<file path="src/rtl/mdu_pkg.sv">
// Shared multiply/divide definitions: op codes and divider FSM states.
package mdu_pkg;

  localparam logic [3:0] OP_DIV  = 4'b0100;
  localparam logic [3:0] OP_DIVU = 4'b0101;
  localparam logic [3:0] OP_REM  = 4'b0110;
  localparam logic [3:0] OP_REMU = 4'b0111;

  typedef enum logic [1:0] {
    DIV_IDLE,
    DIV_CALC,
    DIV_FIX,
    DIV_DONE
  } div_state_e;

  function automatic logic op_is_signed(input logic [3:0] op);
    return (op == OP_DIV) || (op == OP_REM);
  endfunction

  function automatic logic op_is_rem(input logic [3:0] op);
    return (op == OP_REM) || (op == OP_REMU);
  endfunction

endpackage

</file>
<file path="src/rtl/div_step.sv">
// One radix-2 restoring division step on the {rem, quot} register pair.
module div_step #(
  parameter int unsigned XLEN = 32
) (
  input  logic [XLEN-1:0] rem,
  input  logic [XLEN-1:0] quot,
  input  logic [XLEN-1:0] divisor,
  output logic [XLEN-1:0] rem_next,
  output logic [XLEN-1:0] quot_next
);

  logic [XLEN:0] shifted;
  logic [XLEN:0] diff;

  // Shift in the next dividend bit, trial-subtract, keep or restore.
  always_comb begin
    shifted = {rem, quot[XLEN-1]};
    diff    = shifted - {1'b0, divisor};
    if (!diff[XLEN]) begin
      rem_next  = diff[XLEN-1:0];
      quot_next = {quot[XLEN-2:0], 1'b1};
    end else begin
      rem_next  = shifted[XLEN-1:0];
      quot_next = {quot[XLEN-2:0], 1'b0};
    end
  end

endmodule

</file>
<file path="src/rtl/div_unit_iter.sv">
// Iterative RV32M divider (DIV/DIVU/REM/REMU), BITS_PER_CYCLE quotient bits
// per cycle, with tag pass-through, output back-pressure and flush.
module div_unit_iter
  import mdu_pkg::*;
#(
  parameter int unsigned XLEN           = 32,
  parameter int unsigned BITS_PER_CYCLE = 1,
  parameter int unsigned ROB_W          = 6,
  parameter int unsigned PREG_W         = 7
) (
  input  logic              clk,
  input  logic              rst,
  input  logic              valid_i,
  output logic              ready_o,
  input  logic [XLEN-1:0]   operand_a_i,
  input  logic [XLEN-1:0]   operand_b_i,
  input  logic [3:0]        op_i,
  input  logic [ROB_W-1:0]  rob_id_i,
  input  logic [PREG_W-1:0] phys_dest_i,
  input  logic              flush_i,
  output logic              valid_o,
  input  logic              ready_i,
  output logic [XLEN-1:0]   result_o,
  output logic [ROB_W-1:0]  rob_id_o,
  output logic [PREG_W-1:0] phys_dest_o,
  output logic              exception_o
);

  localparam int unsigned N     = XLEN / BITS_PER_CYCLE;
  localparam int unsigned CNT_W = $clog2(N + 1);

  div_state_e        state;
  logic [CNT_W-1:0]  cnt;
  logic [XLEN-1:0]   rem_q;
  logic [XLEN-1:0]   quot_q;
  logic [XLEN-1:0]   dvsr_q;
  logic              q_neg;
  logic              r_neg;
  logic              rem_op_q;
  logic [ROB_W-1:0]  rob_q;
  logic [PREG_W-1:0] pd_q;

  logic              op_legal;
  logic              op_signed;
  logic              op_rem;
  logic              a_neg;
  logic              b_neg;
  logic              div_zero;
  logic              sovf;
  logic [XLEN-1:0]   a_abs;
  logic [XLEN-1:0]   b_abs;
  logic [XLEN-1:0]   rem_step;
  logic [XLEN-1:0]   quot_step;

  assign ready_o = (state == DIV_IDLE);

  // Request decode: legality, signedness, magnitudes and fast-path detection.
  always_comb begin
    op_legal  = (op_i == OP_DIV) || (op_i == OP_DIVU) ||
                (op_i == OP_REM) || (op_i == OP_REMU);
    op_signed = op_is_signed(op_i);
    op_rem    = op_is_rem(op_i);
    a_neg     = op_signed & operand_a_i[XLEN-1];
    b_neg     = op_signed & operand_b_i[XLEN-1];
    a_abs     = a_neg ? -operand_a_i : operand_a_i;
    b_abs     = b_neg ? -operand_b_i : operand_b_i;
    div_zero  = (operand_b_i == '0);
    sovf      = op_signed && (operand_a_i == {1'b1, {(XLEN-1){1'b0}}}) &&
                (operand_b_i == '1);
  end

  // Chain of restoring steps; each stage feeds the next within one cycle.
  for (genvar g = 0; g < BITS_PER_CYCLE; g++) begin : g_step
    logic [XLEN-1:0] rem_src;
    logic [XLEN-1:0] quot_src;
    logic [XLEN-1:0] rem_nxt;
    logic [XLEN-1:0] quot_nxt;
    if (g == 0) begin : g_first
      assign rem_src  = rem_q;
      assign quot_src = quot_q;
    end else begin : g_next
      assign rem_src  = g_step[g-1].rem_nxt;
      assign quot_src = g_step[g-1].quot_nxt;
    end
    div_step #(.XLEN(XLEN)) u_step (
      .rem       (rem_src),
      .quot      (quot_src),
      .divisor   (dvsr_q),
      .rem_next  (rem_nxt),
      .quot_next (quot_nxt)
    );
  end

  assign rem_step  = g_step[BITS_PER_CYCLE-1].rem_nxt;
  assign quot_step = g_step[BITS_PER_CYCLE-1].quot_nxt;

  // Divider FSM with registered result, tags and handshake.
  always_ff @(posedge clk) begin
    if (rst) begin
      state       <= DIV_IDLE;
      cnt         <= '0;
      rem_q       <= '0;
      quot_q      <= '0;
      dvsr_q      <= '0;
      q_neg       <= 1'b0;
      r_neg       <= 1'b0;
      rem_op_q    <= 1'b0;
      rob_q       <= '0;
      pd_q        <= '0;
      valid_o     <= 1'b0;
      result_o    <= '0;
      rob_id_o    <= '0;
      phys_dest_o <= '0;
      exception_o <= 1'b0;
    end else if (flush_i) begin
      state   <= DIV_IDLE;
      valid_o <= 1'b0;
    end else begin
      case (state)
        DIV_IDLE: begin
          if (valid_i) begin
            rob_q    <= rob_id_i;
            pd_q     <= phys_dest_i;
            rem_op_q <= op_rem;
            if (!op_legal || div_zero || sovf) begin
              state       <= DIV_DONE;
              valid_o     <= 1'b1;
              rob_id_o    <= rob_id_i;
              phys_dest_o <= phys_dest_i;
              exception_o <= !op_legal;
              if (!op_legal)
                result_o <= '0;
              else if (div_zero)
                result_o <= op_rem ? operand_a_i : '1;
              else
                result_o <= op_rem ? '0 : operand_a_i;
            end else begin
              state  <= DIV_CALC;
              cnt    <= CNT_W'(N);
              rem_q  <= '0;
              quot_q <= a_abs;
              dvsr_q <= b_abs;
              q_neg  <= a_neg ^ b_neg;
              r_neg  <= a_neg;
            end
          end
        end
        DIV_CALC: begin
          rem_q  <= rem_step;
          quot_q <= quot_step;
          cnt    <= cnt - CNT_W'(1);
          if (cnt == CNT_W'(1))
            state <= DIV_FIX;
        end
        DIV_FIX: begin
          if (rem_op_q)
            result_o <= r_neg ? -rem_q : rem_q;
          else
            result_o <= q_neg ? -quot_q : quot_q;
          rob_id_o    <= rob_q;
          phys_dest_o <= pd_q;
          exception_o <= 1'b0;
          valid_o     <= 1'b1;
          state       <= DIV_DONE;
        end
        DIV_DONE: begin
          if (ready_i) begin
            valid_o <= 1'b0;
            state   <= DIV_IDLE;
          end
        end
        default: state <= DIV_IDLE;
      endcase
    end
  end

endmodule

</file>
<file path="config.mk">
export PLATFORM = sky130hd
export DESIGN_NAME = div_unit_iter
export DESIGN_NICKNAME = d
export VERILOG_FILES = /design/src/rtl/mdu_pkg.sv /design/src/rtl/div_step.sv /design/src/rtl/div_unit_iter.sv
export SDC_FILE = /design/constraint.sdc
export NUM_CORES = 1
export LEC_CHECK = 0
export CAP_MARGIN = 5
export CORE_MARGIN = 2
export CORE_UTILIZATION = 55
export CTS_CLUSTER_SIZE = 12
export DETAILED_ROUTE_END_ITERATION = 16
export GPL_TIMING_DRIVEN = 0
export PLACE_DENSITY = 0.78
export RECOVER_POWER = 100
export SETUP_SLACK_MARGIN = 0.5
export SLEW_MARGIN = 0
export SYNTH_ARGS = -nofsm -noshare
export SYNTH_HDL_FRONTEND = slang
export SYNTH_SLANG_ARGS = --single-unit
</file>
<file path="constraint.sdc">
create_clock -name clk -period 5.07 [get_ports clk]
set_clock_uncertainty 0.15 [all_clocks]
set_input_delay 1.014 -clock clk [delete_from_list [all_inputs] [get_ports clk]]
set_output_delay 1.014 -clock clk [all_outputs]
set_load 0.01 [all_outputs]
</file>
## Word level (Yosys, flattened, before mapping)

Index checks and enable logic that the tools add are counted.
Widths: inputs -> output; s select.

| storage, ports and cells | value |
|---|---|
| bits in registers | 167 |
| output and inout port bits | 48 |
| logic and storage cells | 104 |

| cells by class | value |
|---|---|
| add/subtract/negate cells | 6 |
| equal/unequal tests | 15 |
| muxes and demuxes | 41 |
| bitwise operators | 5 |
| reduce and logical (&&, ||, !) cells | 22 |

Operators by type and width:

| cell | count |
|---|---|
| $mux 32 | 16 |
| $pmux 32 s2 | 3 |
| $neg 32->32 | 4 |
| $eq 32x32->1 const B | 2 |
| $sub 33x32->33 | 1 |
| $logic_not 32->1 | 1 |
| $mux 6 | 4 |
| $pmux 6 s2 | 2 |
| $eq 4x3->1 const B | 4 |
| $reduce_and 4->1 | 4 |
| $mux 7 | 2 |
| $pmux 7 s2 | 1 |
| $mux 2 | 4 |
| $ne 2x2->1 const B | 4 |
| $pmux 2 s4 | 1 |
| $logic_or 1x1->1 | 7 |
| $eq 6x1->1 const B | 1 |
| $mux 1 | 6 |
| $reduce_and 3->1 | 2 |
| $sub 6x1->6 const B | 1 |
| $eq 2x2->1 const B | 2 |
| $reduce_bool 2->1 | 2 |
| $pmux 1 s3 | 1 |
| $reduce_bool 3->1 | 1 |
| 10 further kinds | 13 |

## Depth between registers and ports, before layout

| logic depth | value |
|---|---|
| depth in word-level cells | 10 |
| gate-level depth with buffers | 14 |
| depth with buffers taken out | 13 |

## Modules after synthesis

A second synthesis with hierarchy kept.

| unflattened totals | value |
|---|---|
| cells, all modules | 1,649 |
| area total of the unflattened synthesis | 12,623.4 sq um |

By module, submodules not included:

| module | times used | cells each | area an instance (sq um) | sequential area each (sq um) |
|---|---|---|---|---|
| div_unit_iter | 1 | 1,312 | 10,033.4 | 3,343.2 |
| div_step | 1 | 337 | 2,590.0 | 0.0 |

## Worst setup path after synthesis

No wires, ideal clock.

| timing | value |
|---|---|
| kind | input -> register |
| start point | input operand_a_i[0] |
| end point | register result_o[30] |
| library setup time | 0.128 ns |
| arrival time | 3.645 ns |
| data required time | 4.792 ns |
| slack | 1.147 ns |
| stages | 13 |
| buffers on the path | 1 |
| cells stage by stage | inv_1 > ha_1 > or4b_1 > nor4_2 > nand3_1 > nor4_1 > nor3_1 > or3_4 > a21oi_4 > buf_6 > o221ai_2 > o22ai_1 > nor2_1 |

| on the way | value |
|---|---|
| word-level cells in the longest chain between the ends | 6 |

Ends and longest elaborated chain:

| what | line | text |
|---|---|---|
| from (decl) | div_unit_iter.sv:15 | `input logic [XLEN-1:0] operand_a_i,` |
| $eq 32x32->1 | div_unit_iter.sv:68 | `sovf = op_signed && (operand_a_i == {1'b1, {(XLEN-1){1'b0}}}) &&` |
| $logic_and 1x1->1 (2 in series) | div_unit_iter.sv:68 |  |
| $logic_or 1x1->1 | div_unit_iter.sv:125 | `if (!op_legal \|\| div_zero \|\| sovf) begin` |
| $ne 2x1->1 (no source line) | -- |  |
| $reduce_and 4->1 (no source line) | -- |  |
| to (signal assigned) | div_unit_iter.sv:134 | `result_o <= op_rem ? operand_a_i : '1;` |
| to (signal assigned) | div_unit_iter.sv:136 | `result_o <= op_rem ? '0 : operand_a_i;` |
| to (signal assigned) | div_unit_iter.sv:157 | `result_o <= r_neg ? -rem_q : rem_q;` |
| to (decl) | div_unit_iter.sv:23 | `output logic [XLEN-1:0] result_o,` |

Every way passes these cells.
A chain may end at the register's enable or synchronous reset.

## Final worst setup path

| timing | value |
|---|---|
| start point | input operand_b_i[0] |
| end point | register q_neg |

| on the way | value |
|---|---|
| word-level cells in the longest chain between the ends | 5 |
| elaborated cells on any way between the ends | 7 |

Ends and longest elaborated chain:

| what | line | text |
|---|---|---|
| from (decl) | div_unit_iter.sv:16 | `input logic [XLEN-1:0] operand_b_i,` |
| $eq 32x32->1 or $logic_not 32->1 (tied branches) | div_unit_iter.sv:69, div_unit_iter.sv:67 |  |
| $logic_and 1x1->1 or $logic_or 1x1->1 (tied branches) | div_unit_iter.sv:68, div_unit_iter.sv:125 |  |
| $logic_or 1x1->1 (*) | div_unit_iter.sv:125 |  |
| $not 1->1 (no source line) (*) | -- |  |
| $reduce_and 4->1 (no source line) (*) | -- |  |
| to (signal assigned) | div_unit_iter.sv:143 | `q_neg <= a_neg ^ b_neg;` |
| to (decl) | div_unit_iter.sv:37 | `logic q_neg;` |

Mark *: on every way between the ends. The rest lies on a longest branch, timed or not.

==> reports/metrics.cfg <==
[min_path]
hp-class = flop to flop
hold_start = rob_q[5]$_SDFFE_PP0P_

[power]
p_leak_uw = 0.00532
power.density_mw_per_mm2 = 269
ir_drop_v = 0.000198

[floorplanning]
chipHeight_um = 150
die_w_um = 150
std_cell_rows = 53
start_util_pct = 56.1
boundaryPins = 134
die_area_mm2 = 0.0226
design.core.area_mm2 = 0.0210

[critical_path]
path_delay_family = buffers and inverters
cp_num_buf_inv = 8
cp_max_fo = 10
worst_setup_path_start_kind = input port
crit_start = operand_b_i[0]
cp.arrival_ns = 4.90
required_ns = 5.24
critical_path_class = input port to flop
timing.rr.start = g_step[0].quot_src[31]$_SDFFE_PP0P_
end_kind = flop
cp_cell_sequence = clkdlybuf4s50_1 -> inv_1 -> ha_1 -> inv_1 -> nor4_4 -> nand4_1 -> buf_4 -> nor4_4 -> buf_4 -> buf_4 -> nor4_4 -> clkbuf_1 -> clkbuf_1 -> nand3_1 -> a21oi_1
slowest_stage = clkbuf_1
max_stage_delay_ns = 0.67

[cells_and_area]
instances_no_fill = 2007
fin_nets = 1851
syn_to_final_growth_pct = 20.1
post-route-util_pct = 67.4
nFillCells = 1826
diodes = 0
drive_gt1_share_pct = 5.37

[global_route]
grt_max_degree = 17
grt-ovfl-total = 0
grtUsageTotal_pct = 33.5
antenna_found_initial = 0
grt_pass1_vias = 11400
grt_pass1_wl_mm = 59.2

[synthesis]
yosys_register_bits = 167
netlist-cell-type-count = 61
synth_edf_count = 0
synth-compound-area-share_pct = 26.1
avgSynthCellArea_um2 = 7.54
ys_seq_area_share_pct = 28.3
synthMuxAreaShare_pct = 3.48
synth_top_family_by_area = compound AO/OA/AOI/OAI gates
synth_warnings = 0
synth.net_count = 1696
syn_inst = 1566
synth-async-reset-ratio_pct = 0
dominantRegCellSynth = dfxtp_1
synthSimpleGateAreaFrac_pct = 20.5
yosys.area_share.adder_pct = 4.73
syn_area_mm2 = 0.0118
synth_xor_area_share_pct = 11.4

[clock_network]
cts_tree = yes
cts_buffers = 17
cts_root_buf = clkbuf_16
clk_latency_ns = 0.44
cts.path.max_buffers = 2
h-tree-depth = 4
cts.sinks = 167
path_clk_slew_ns = 0.07

[detailed_routing]
dr.pass1.iters = 6
num_vias = 12300
drc = 0
drt_iter0_drc = 984
wl_per_cell_um = 19.1
ant_nets = 0
vias_per_cell = 6.14
drt_wl_total_mm = 38.4

[sta]
max_freq_mhz = 211
fin_crit_sh_pct = 93.3
slew_headroom_pct = 31.0
rsz0062_at_grt = yes
period_minus_slack_ns = 4.73
tns_ns = 0
worst_pin_slew_ns = 1.04
setup_ws_ns = 0.341
final_max_slew_viol_count = 0
finalHoldViolCount = 0
final-setup-viol-count = 0
hold_ws_ns = 0.307

[place]
dp_cells = 1970
place_ws_ns = -0.429
port_buffers = 129
place.gp.congestion = 0.985
dpl.hpwl_mm = 29.6

[run_status]
status = finished clean

[job]
cap_violations = 0

==> kinds of logic (layout without fill, tap and decap cells) <==
kind of cell | Yosys count | after routing
AO/OA/AOI/OAI | 468 | 468
adder cells (fa/ha/maj) | 44 | 44
buffers and inverters | 155 | 321
flip-flops | 167 | 167
multiplexers | 41 | 41
AND/OR/NAND/NOR | 537 | 537
XOR/XNOR | 154 | 154
==> cell usage in the layout (no fill, tap or decap), drive strengths merged, types with 61 or more instances in the layout <==
cell type      netlist  layout
nor2               217     217
dfxtp              167     167
nand2              155     155
a21oi              139     139
clkbuf              76     103
o21ai               99      99
xor2                91      91
clkdlybuf4s50        0      77
xnor2               63      63
a211oi              61      61
==> through the flow <==
stage	cell area, um^2	total power [uW]
6_report	14200	3810
5_1_grt	14200	3940
4_1_cts	14200	3810
3_5_place_dp	13400	2420
3_3_place_gp	13400	2400
2_1_floorplan	11800	2070
==> worst paths after layout <==
check	to	slack, ns	cells after the start
worst min register to register	rob_q[5]$_SDFFE_PP0P_	0.31	2
worst max register to register	g_step[0].rem_src[10]$_SDFFE_PP0P_	0.72	14
worst max-delay path	q_neg$_SDFFE_PP0P_	0.34	15
worst min-delay path	rob_q[5]$_SDFFE_PP0P_	0.31	2
==> cell type report <==
class / count / area [um^2] / share of cell area [%]
multi-input cells: 1244 / 7860 / 55.4
flip-flops and latches: 167 / 3340 / 23.6
repair buffers: 136 / 1360 / 9.56
clock buffers: 19 / 453 / 3.19
plain buffers: 101 / 452 / 3.19
well taps: 275 / 344 / 2.43
inverters: 54 / 203 / 1.43
clock inverters: 11 / 173 / 1.22
==> per-layer routing <==
metal,GRT usage [%],share of wire (%)
met5,0,0
met4,18.0,5.3
met3,4.76,8.0
met2,55.7,46
met1,42.0,40
==> state kept, by name, indices dropped and copies added (netlist names) <==
signal           cells
cnt                  6
pd_q                 7
state                2
g_step.rem_src      32
exception_o          1
rob_q                6
dvsr_q              32
g_step.quot_src     32
valid_o              1
rem_op_q             1
result_o            32
r_neg                1
q_neg                1
rob_id_o             6
phys_dest_o          7
==> synth_stat cells, types with 6 or more instances <==
cell type,instances,area share [%]
nor2_1,217,6.9
dfxtp_1,167,28
nand2_1,155,4.9
a21oi_1,138,5.9
xor2_1,91,6.8
o21ai_0,88,3.7
clkbuf_1,76,2.4
xnor2_1,63,4.7
inv_1,54,1.7
ha_1,43,4.6
mux2i_1,41,3.5
a211oi_1,40,2.5
nor3_1,34,1.4
o31ai_1,27,1.7
nand3_1,24,1.0
o22ai_1,23,1.2
a211oi_2,21,2.2
a21o_1,20,1.3
o41ai_1,20,1.5
a22oi_1,17,1.1
nand2b_1,17,0.90
nand4_1,16,0.85
nor4_1,16,0.85
or4_1,14,0.89
a32oi_1,11,0.82
o21ai_1,11,0.47
or3_1,11,0.58
a31oi_1,10,0.53
nor2b_1,10,0.53
buf_2,9,0.38
o221ai_1,9,0.67
buf_1,8,0.25
and2_1,6,0.32
o21a_1,6,0.38
==> what timing repair did <==
item,4_1_cts,5_1_grt
cloned,0,0
pin swaps,5,2
hold buffers,0,0
gates resized for setup,16,21
setup endpoints to repair,146,92
setup buffers,6,1
==> power breakdown <==
group / internal [uW] / total [uW] / switching (uW)
Clock: 849 / 1410 / 562
Combinational: 408 / 989 / 581
Sequential: 1370 / 1410 / 43.7
Total: 2630 / 3810 / 1190
==> worst reg2reg max path: stages, from the launching register on <==
cell and delay, ns:
dfxtp_1 0.50, inv_1 0.12, ha_1 0.23, fa_1 0.41, nor2b_1 0.20, o2111ai_1 0.19, nand3_1 0.16, a21o_1 0.14
a21o_1 0.23, a21oi_1 0.18, o21ai_0 0.45, xor2_1 0.48, clkbuf_2 0.42, mux2i_1 0.26, o21ai_0 0.10
Power figures use the tool's default switching activity.
